===== src/rtl/bias_load_multibank.sv =====
// Bias loader: decodes one 96-bit load instruction, issues one DRAM read and scatters the returned
// stream beats over NUM_BANKS buffer banks. Optional err_status port: define BIAS_LOAD_ERR_STATUS_EN.
module bias_load_multibank #(
  parameter int INST_LENGTH     = 96,
  parameter int ADDR_WIDTH      = 64,
  parameter int DATA_WIDTH      = 512,
  parameter int XFER_SIZE_WIDTH = 32,
  parameter int BUF_ADDR_WIDTH  = 9,
  parameter int NUM_BANKS       = 4
) (
  input  logic                       kernel_clk,
  input  logic                       kernel_rst,
  input  logic                       ap_start,
  output logic                       ap_done,
  input  logic [ADDR_WIDTH-1:0]      ctrl_addr_offset,
  input  logic [INST_LENGTH-1:0]     ctrl_instruction,
  output logic                       rd_start,
  output logic [ADDR_WIDTH-1:0]      rd_addr,
  output logic [XFER_SIZE_WIDTH-1:0] rd_size,
  input  logic                       s_tvalid,
  output logic                       s_tready,
  input  logic                       s_tlast,
  input  logic [DATA_WIDTH-1:0]      s_tdata,
  output logic [NUM_BANKS-1:0]       buf_wr_valid,
  output logic [BUF_ADDR_WIDTH-1:0]  buf_wr_addr,
  output logic [DATA_WIDTH-1:0]      buf_wr_data
`ifdef BIAS_LOAD_ERR_STATUS_EN
  ,
  output logic [1:0]                 err_status
`endif
);

  localparam int LOG_BANKS = $clog2(NUM_BANKS);
  localparam int BANK_W    = (LOG_BANKS > 0) ? LOG_BANKS : 1;

  typedef enum logic [2:0] {
    S_IDLE, S_LATCH, S_ISSUE, S_STREAM, S_DRAIN, S_DONE
  } state_t;

  state_t                      r_state;
  logic [1:0]                  r_mode;
  logic [3:0]                  r_bank_id;
  logic [15:0]                 r_start;
  logic [15:0]                 r_count;
  logic [15:0]                 r_dram_off;
  logic [15:0]                 r_length;
  logic [ADDR_WIDTH-1:0]       r_base;
  logic [15:0]                 r_beat_cnt;
  logic                        r_rd_start;
  logic                        r_ap_done;
  logic                        r_tready;
  logic [ADDR_WIDTH-1:0]       r_rd_addr;
  logic [XFER_SIZE_WIDTH-1:0]  r_rd_size;
  logic [NUM_BANKS-1:0]        r_wr_valid;
  logic [BUF_ADDR_WIDTH-1:0]   r_wr_addr;
  logic [DATA_WIDTH-1:0]       r_wr_data;
  logic [1:0]                  r_err;

  logic                        w_broadcast;
  logic                        w_interleave;
  logic [BANK_W-1:0]           w_bank_sel;
  logic [BUF_ADDR_WIDTH-1:0]   w_wr_addr;
  logic [NUM_BANKS-1:0]        w_bank_mask;
  logic                        w_last_idx;
  logic                        w_unused;

  // Mode 3 is reserved and falls through to single-bank behaviour.
  assign w_broadcast  = (r_mode == 2'd1);
  assign w_interleave = (r_mode == 2'd2);
  assign w_bank_sel   = w_interleave ? BANK_W'(r_beat_cnt & 16'(NUM_BANKS - 1))
                                     : BANK_W'(r_bank_id & 4'(NUM_BANKS - 1));
  assign w_wr_addr    = BUF_ADDR_WIDTH'(r_start + (w_interleave ? (r_beat_cnt >> LOG_BANKS)
                                                                 : r_beat_cnt));
  assign w_last_idx   = (r_beat_cnt == r_count - 16'd1);

  for (genvar gi = 0; gi < NUM_BANKS; gi++) begin : g_bank
    assign w_bank_mask[gi] = w_broadcast || (w_bank_sel == BANK_W'(gi));
  end

  always_ff @(posedge kernel_clk or posedge kernel_rst) begin
    if (kernel_rst) begin
      r_state    <= S_IDLE;
      r_mode     <= '0;
      r_bank_id  <= '0;
      r_start    <= '0;
      r_count    <= '0;
      r_dram_off <= '0;
      r_length   <= '0;
      r_base     <= '0;
      r_beat_cnt <= '0;
      r_rd_start <= 1'b0;
      r_ap_done  <= 1'b0;
      r_tready   <= 1'b0;
      r_rd_addr  <= '0;
      r_rd_size  <= '0;
      r_wr_valid <= '0;
      r_wr_addr  <= '0;
      r_wr_data  <= '0;
      r_err      <= '0;
    end else begin
      r_rd_start <= 1'b0;
      r_ap_done  <= 1'b0;
      r_wr_valid <= '0;
      case (r_state)
        S_IDLE: begin
          if (ap_start) begin
            r_mode     <= ctrl_instruction[17:16];
            r_bank_id  <= ctrl_instruction[23:20];
            r_start    <= ctrl_instruction[47:32];
            r_count    <= ctrl_instruction[63:48];
            r_dram_off <= ctrl_instruction[79:64];
            r_length   <= ctrl_instruction[95:80];
            r_base     <= ctrl_addr_offset;
            r_state    <= S_LATCH;
          end
        end
        S_LATCH: begin
          r_err      <= '0;
          r_beat_cnt <= '0;
          if (r_count == 16'd0) begin
            r_state <= S_DONE;
          end else begin
            r_rd_start <= 1'b1;
            r_rd_addr  <= r_base + ADDR_WIDTH'(r_dram_off);
            r_rd_size  <= XFER_SIZE_WIDTH'(r_length);
            r_state    <= S_ISSUE;
          end
        end
        S_ISSUE: begin
          r_tready <= 1'b1;
          r_state  <= S_STREAM;
        end
        S_STREAM: begin
          if (s_tvalid) begin
            r_wr_valid <= w_bank_mask;
            r_wr_addr  <= w_wr_addr;
            r_wr_data  <= s_tdata;
            if (w_last_idx) begin
              if (s_tlast) begin
                r_tready <= 1'b0;
                r_state  <= S_DONE;
              end else begin
                r_err[1] <= 1'b1;
                r_state  <= S_DRAIN;
              end
            end else if (s_tlast) begin
              r_err[0] <= 1'b1;
              r_tready <= 1'b0;
              r_state  <= S_DONE;
            end else begin
              r_beat_cnt <= r_beat_cnt + 16'd1;
            end
          end
        end
        S_DRAIN: begin
          // Surplus beats are consumed so the read master can finish its burst.
          if (s_tvalid && s_tlast) begin
            r_tready <= 1'b0;
            r_state  <= S_DONE;
          end
        end
        S_DONE: begin
          r_ap_done <= 1'b1;
          r_state   <= S_IDLE;
        end
        default: r_state <= S_IDLE;
      endcase
    end
  end

  assign ap_done      = r_ap_done;
  assign rd_start     = r_rd_start;
  assign rd_addr      = r_rd_addr;
  assign rd_size      = r_rd_size;
  assign s_tready     = r_tready;
  assign buf_wr_valid = r_wr_valid;
  assign buf_wr_addr  = r_wr_addr;
  assign buf_wr_data  = r_wr_data;

`ifdef BIAS_LOAD_ERR_STATUS_EN
  assign err_status = r_err;
  assign w_unused   = ^{ctrl_instruction[15:0], ctrl_instruction[19:18], ctrl_instruction[31:24]};
`else
  assign w_unused   = ^{ctrl_instruction[15:0], ctrl_instruction[19:18], ctrl_instruction[31:24], r_err};
`endif

endmodule


===== config.mk =====
export PLATFORM = sky130hd
export DESIGN_NAME = bias_load_multibank
export DESIGN_NICKNAME = d
export VERILOG_FILES = /design/src/rtl/bias_load_multibank.sv
export SDC_FILE = /design/constraint.sdc
export NUM_CORES = 2
export LEC_CHECK = 0
export CAP_MARGIN = 20
export CORE_AREA = 8 8 494 496
export CTS_BUF_LIST = sky130_fd_sc_hd__clkbuf_2 sky130_fd_sc_hd__clkbuf_4 sky130_fd_sc_hd__clkbuf_8
export DETAILED_ROUTE_END_ITERATION = 10
export DIE_AREA = 0 0 502 504
export DONT_BUFFER_PORTS = 1
export PLACE_DENSITY = 0.3
export SLEW_MARGIN = 20
export SYNTH_ARGS = -nofsm -noshare
export SYNTH_HDL_FRONTEND = slang
export SYNTH_SLANG_ARGS = --single-unit

===== constraint.sdc =====
create_clock -name kernel_clk -period 83.5 [get_ports kernel_clk]
set_input_delay 20.875 -clock kernel_clk [delete_from_list [all_inputs] [get_ports kernel_clk]]
set_output_delay 20.875 -clock kernel_clk [all_outputs]
set_load 0.1 [all_outputs]

==> results by group <==
Synth
  • Synth top area cells: sky130_fd_sc_hd__dfrtp_1 (61%), sky130_fd_sc_hd__mux2_2 (23%), sky130_fd_sc_hd__nand2_1 (1.9%)
  • Post-synthesis simple-gate area fraction: 0.0541
  • Fraction of synthesis flops using an asynchronous set or reset pin: 1.00
  • Area fraction in compound gates after synthesis: 0.0398
  • Avg Synthesized Cell Area: 14.0 sq um
  • Combinational family with the most area after synthesis: multiplexers
  • Xor-xnor portion of the synthesized cell area: 0.0242
  • Number of warnings printed during yosys synthesis: 0
  • Sequential element share of the synthesized area: 0.611
  • Multiplexer share of the synthesized area: 0.237
  • Synthesized flop and latch total: 752
  • Number of instances in the synthesized netlist: 2,208
  • Post-synthesis cell area: 30,800 sq um
  • Distinct cells, synth: 60
  • Portion of synthesized cell area occupied by the leading cell type: 0.611
  • Dominant cell type by area after synthesis: sky130_fd_sc_hd__dfrtp_1
  • Number of synthesized flops with an enable pin: 0
  • Post-synthesis adder-cell area fraction: 0.0123
  • Primary flip-flop cell chosen by synthesis mapping: sky130_fd_sc_hd__dfrtp_1

Cells and area
  • Filler cells: 26,049
  • Post-layout nets: 3,058
  • Most common library cell in the layout ignoring fill and taps: sky130_fd_sc_hd__dfrtp_1
  • Fraction of final layout cells sized beyond drive strength 1: 0.421
  • Fin util: 0.164
  • P&R area growth vs syn: 26.2%
  • Commonest non-fill, non-tap cells in the layout: sky130_fd_sc_hd__dfrtp_1 (749), sky130_fd_sc_hd__mux2_2 (642), sky130_fd_sc_hd__clkbuf_8 (199)

Global route
  • Global-route wire length before repair: 229 mm
  • Overflow after GRT: 0
  • Largest net degree at the start of global routing: 126
  • Total global-route track usage: 0.137
  • Vias in the first global route: 20,060
  • Antenna violations before repair: 271

Timing
  • Highest Clock Rate: 0.0418 GHz
  • Number of failing hold endpoints at the final stage: 0
  • Post-layout minimum cycle time: 23,920 ps
  • Final setup violating endpoints: 0
  • Final period utilization: 0.287
  • Number of slew-limit violations in the final report: 0
  • Slew Limit Headroom: 0.207
  • Worst Tran Pin Value: 1190 ps
  • Total negative slack for setup checks: 0 ps
  • RSZ-0062 raised after global routing: no
  • Final Skew: 68.9 ps

Clocking
  • Number of hold buffers added after CTS: 0
  • H-tree depth: 4
  • Sinks on Clock Net: 752
  • Clock-pin transition on the worst setup and hold timing paths: 60 ps
  • TritonCTS clock tree: built
  • Clock Tree Root: sky130_fd_sc_hd__clkbuf_8
  • Post-CTS setup buffer count: 0
  • Total of cells resized after clock tree synthesis: 0
  • Insertion delay of the later-clocked pin in the worst-skew pair: 890 ps
  • Clock buffer depth: 3
  • Number of CTS-inserted buffers: 159

Die
  • Die Wd: 502 um
  • Number of top-level pins: 1,301
  • Initial core utilization: 0.130
  • Total number of placement rows: 179
  • Height of the die: 504 um
  • Core Area: 236,000 sq um
  • Die area: 253,000 sq um

Critical path
  • Number of logic stages on the critical path including buffering: 6
  • Reg-to-reg setup timing slack: 78,580 ps
  • Type of the worst setup path: in2reg
  • Crit path cell chain: nand3_4 -> buf_4 -> buf_4 -> buf_4 -> buf_4 -> mux2_2
  • Type of element capturing the critical path: flop
  • Critical path buffer and inverter count: 4
  • Kind of cell adding the most delay to the critical path: buffers and inverters
  • Maximum fanout along the worst path: 68
  • R2r worst-path depth: 8
  • Peak per-stage delay on the critical path: 820 ps
  • Startpoint of the lowest-slack register-to-register path: r_state[1]$_DFFE_PP0P_
  • Data arrival at the endpoint of the critical path: 24,650 ps
  • Data required time of the worst path: 84,230 ps
  • Worst path most repeated cell: sky130_fd_sc_hd__buf_4
  • Endpoint of the worst-slack reg-to-reg timing path: buf_wr_data[215]$_DFFE_PP0P_
  • Critical path startpoint category: input port
  • Master of the slowest instance on the critical path: sky130_fd_sc_hd__buf_4

Run
  • Max-cap viol count: 0

Detailed routing
  • Wire length per cell: 31.6 um
  • Post-route DRC: 0
  • Detailed-route vias per instance: 3.56
  • Iter 0 DRT Violations: 1,573
  • Drt pass-1 iters: 5
  • Via count: 20,317
  • Number of nets with antenna violations after routing: 0
  • Post-Route WL: 180 mm

Place
  • IO buf count: 0
  • Dpl hpwl: 149 mm
  • Weighted congestion at the end of routability-driven global placement: 0.986

Hold path
  • Instance count along the most critical hold path: 2
  • Worst hold-check path type: reg2reg
  • Worst hold endpoint: rd_size[0]$_DFFE_PP0P_
  • Launch instance of the worst min-delay path: r_length[0]$_DFFE_PP0P_

Status
  • Result of the run: completed
synthesized netlist by cell type (all sizes together) (13+ instances only):
cell / number
dfrtp: 752
a31oi: 13
o211ai: 13
buf: 33
mux2: 642
nand2: 154
inv: 21
nand4: 26
and3: 27
nand3: 17
a21oi: 30
clkbuf: 100
xor2: 56
xnor2: 29
nand2b: 13
o21ai: 92
ha: 27
nor2: 36
worst reg2reg max path: stages (launching register included):
cell	delay, ps
sky130_fd_sc_hd__dfrtp_1	530
sky130_fd_sc_hd__inv_1	290
sky130_fd_sc_hd__nor2_1	160
sky130_fd_sc_hd__nand3_4	480
sky130_fd_sc_hd__buf_4	490
sky130_fd_sc_hd__buf_4	690
sky130_fd_sc_hd__buf_4	770
sky130_fd_sc_hd__buf_4	830
sky130_fd_sc_hd__mux2_2	560
final cells by class:
| class | instances | area [sq um] | share of cell area |
|---|---|---|---|
| antenna | 73 | 183 | 0.00470 |
| clock buffer | 252 | 3140 | 0.0807 |
| clock inverter | 30 | 444 | 0.0114 |
| inverter | 21 | 86.3 | 0.00222 |
| multi-input combinational | 1317 | 11400 | 0.294 |
| sequential | 752 | 18800 | 0.484 |
| tap | 3167 | 3960 | 0.102 |
| timing repair buffer | 101 | 796 | 0.0205 |
registers in the layout, indices dropped and copies added, names as in the netlist:
signal        cells
ap_done           1
rd_addr          64
rd_size          16
s_tready          1
buf_wr_addr       9
buf_wr_data     512
r_mode            2
r_bank_id         2
r_state           3
r_dram_off       16
r_length         16
rd_start          1
r_start           9
r_beat_cnt       16
buf_wr_valid      4
r_base           64
r_count          16
layer usage:
layer / up-vias / share of wire / track usage
li1: 8214 / - / -
met1: 10257 / 0.35 / 0.150
met2: 1296 / 0.47 / 0.226
met3: 458 / 0.15 / 0.0854
met4: 92 / 0.024 / 0.0286
met5: - / 0.0034 / 0
worst max path at each step:
| stage | start | endpoint |
|---|---|---|
| 6_report | s_tvalid | buf_wr_data[215]$_DFFE_PP0P_ |
| 2_1_floorplan | kernel_rst | ap_done$_DFF_PP0_ |
| 3_5_place_dp | s_tvalid | buf_wr_data[119]$_DFFE_PP0P_ |
| 5_1_grt | s_tvalid | buf_wr_data[211]$_DFFE_PP0P_ |
| 3_3_place_gp | s_tvalid | buf_wr_data[83]$_DFFE_PP0P_ |
| 4_1_cts | s_tvalid | buf_wr_data[211]$_DFFE_PP0P_ |
cell families (layout without fill, tap and decap cells):
group | count (synthesis) | after routing
flip-flops | 752 | 752
multiplexers | 650 | 650
AND/OR/NAND/NOR | 336 | 336
AO/OA/AOI/OAI | 201 | 201
buffers and inverters | 154 | 404
XOR/XNOR | 85 | 85
adder cells (fa/ha/maj) | 29 | 29
other | 1 | 89
through the flow:
| stage | setup slack [ps] | instance area (sq um) | hold WS [ps] | instances |
|---|---|---|---|---|
| 3_5_place_dp | 58680 | 35100 | 453 | 5356 |
| 2_1_floorplan | 41520 | 30900 | 435 | 2223 |
| 5_1_grt | 59410 | 38700 | 496 | 5650 |
| 6_report | 59580 | 38900 | 467 | 5713 |
| 4_1_cts | 59690 | 38600 | 466 | 5638 |
| 3_3_place_gp | 58670 | 35100 | 457 | 5356 |
Power is left out: the tool's default activity adds up to more than one toggle a clock period on the data nets, which glitch-free logic cannot reach.
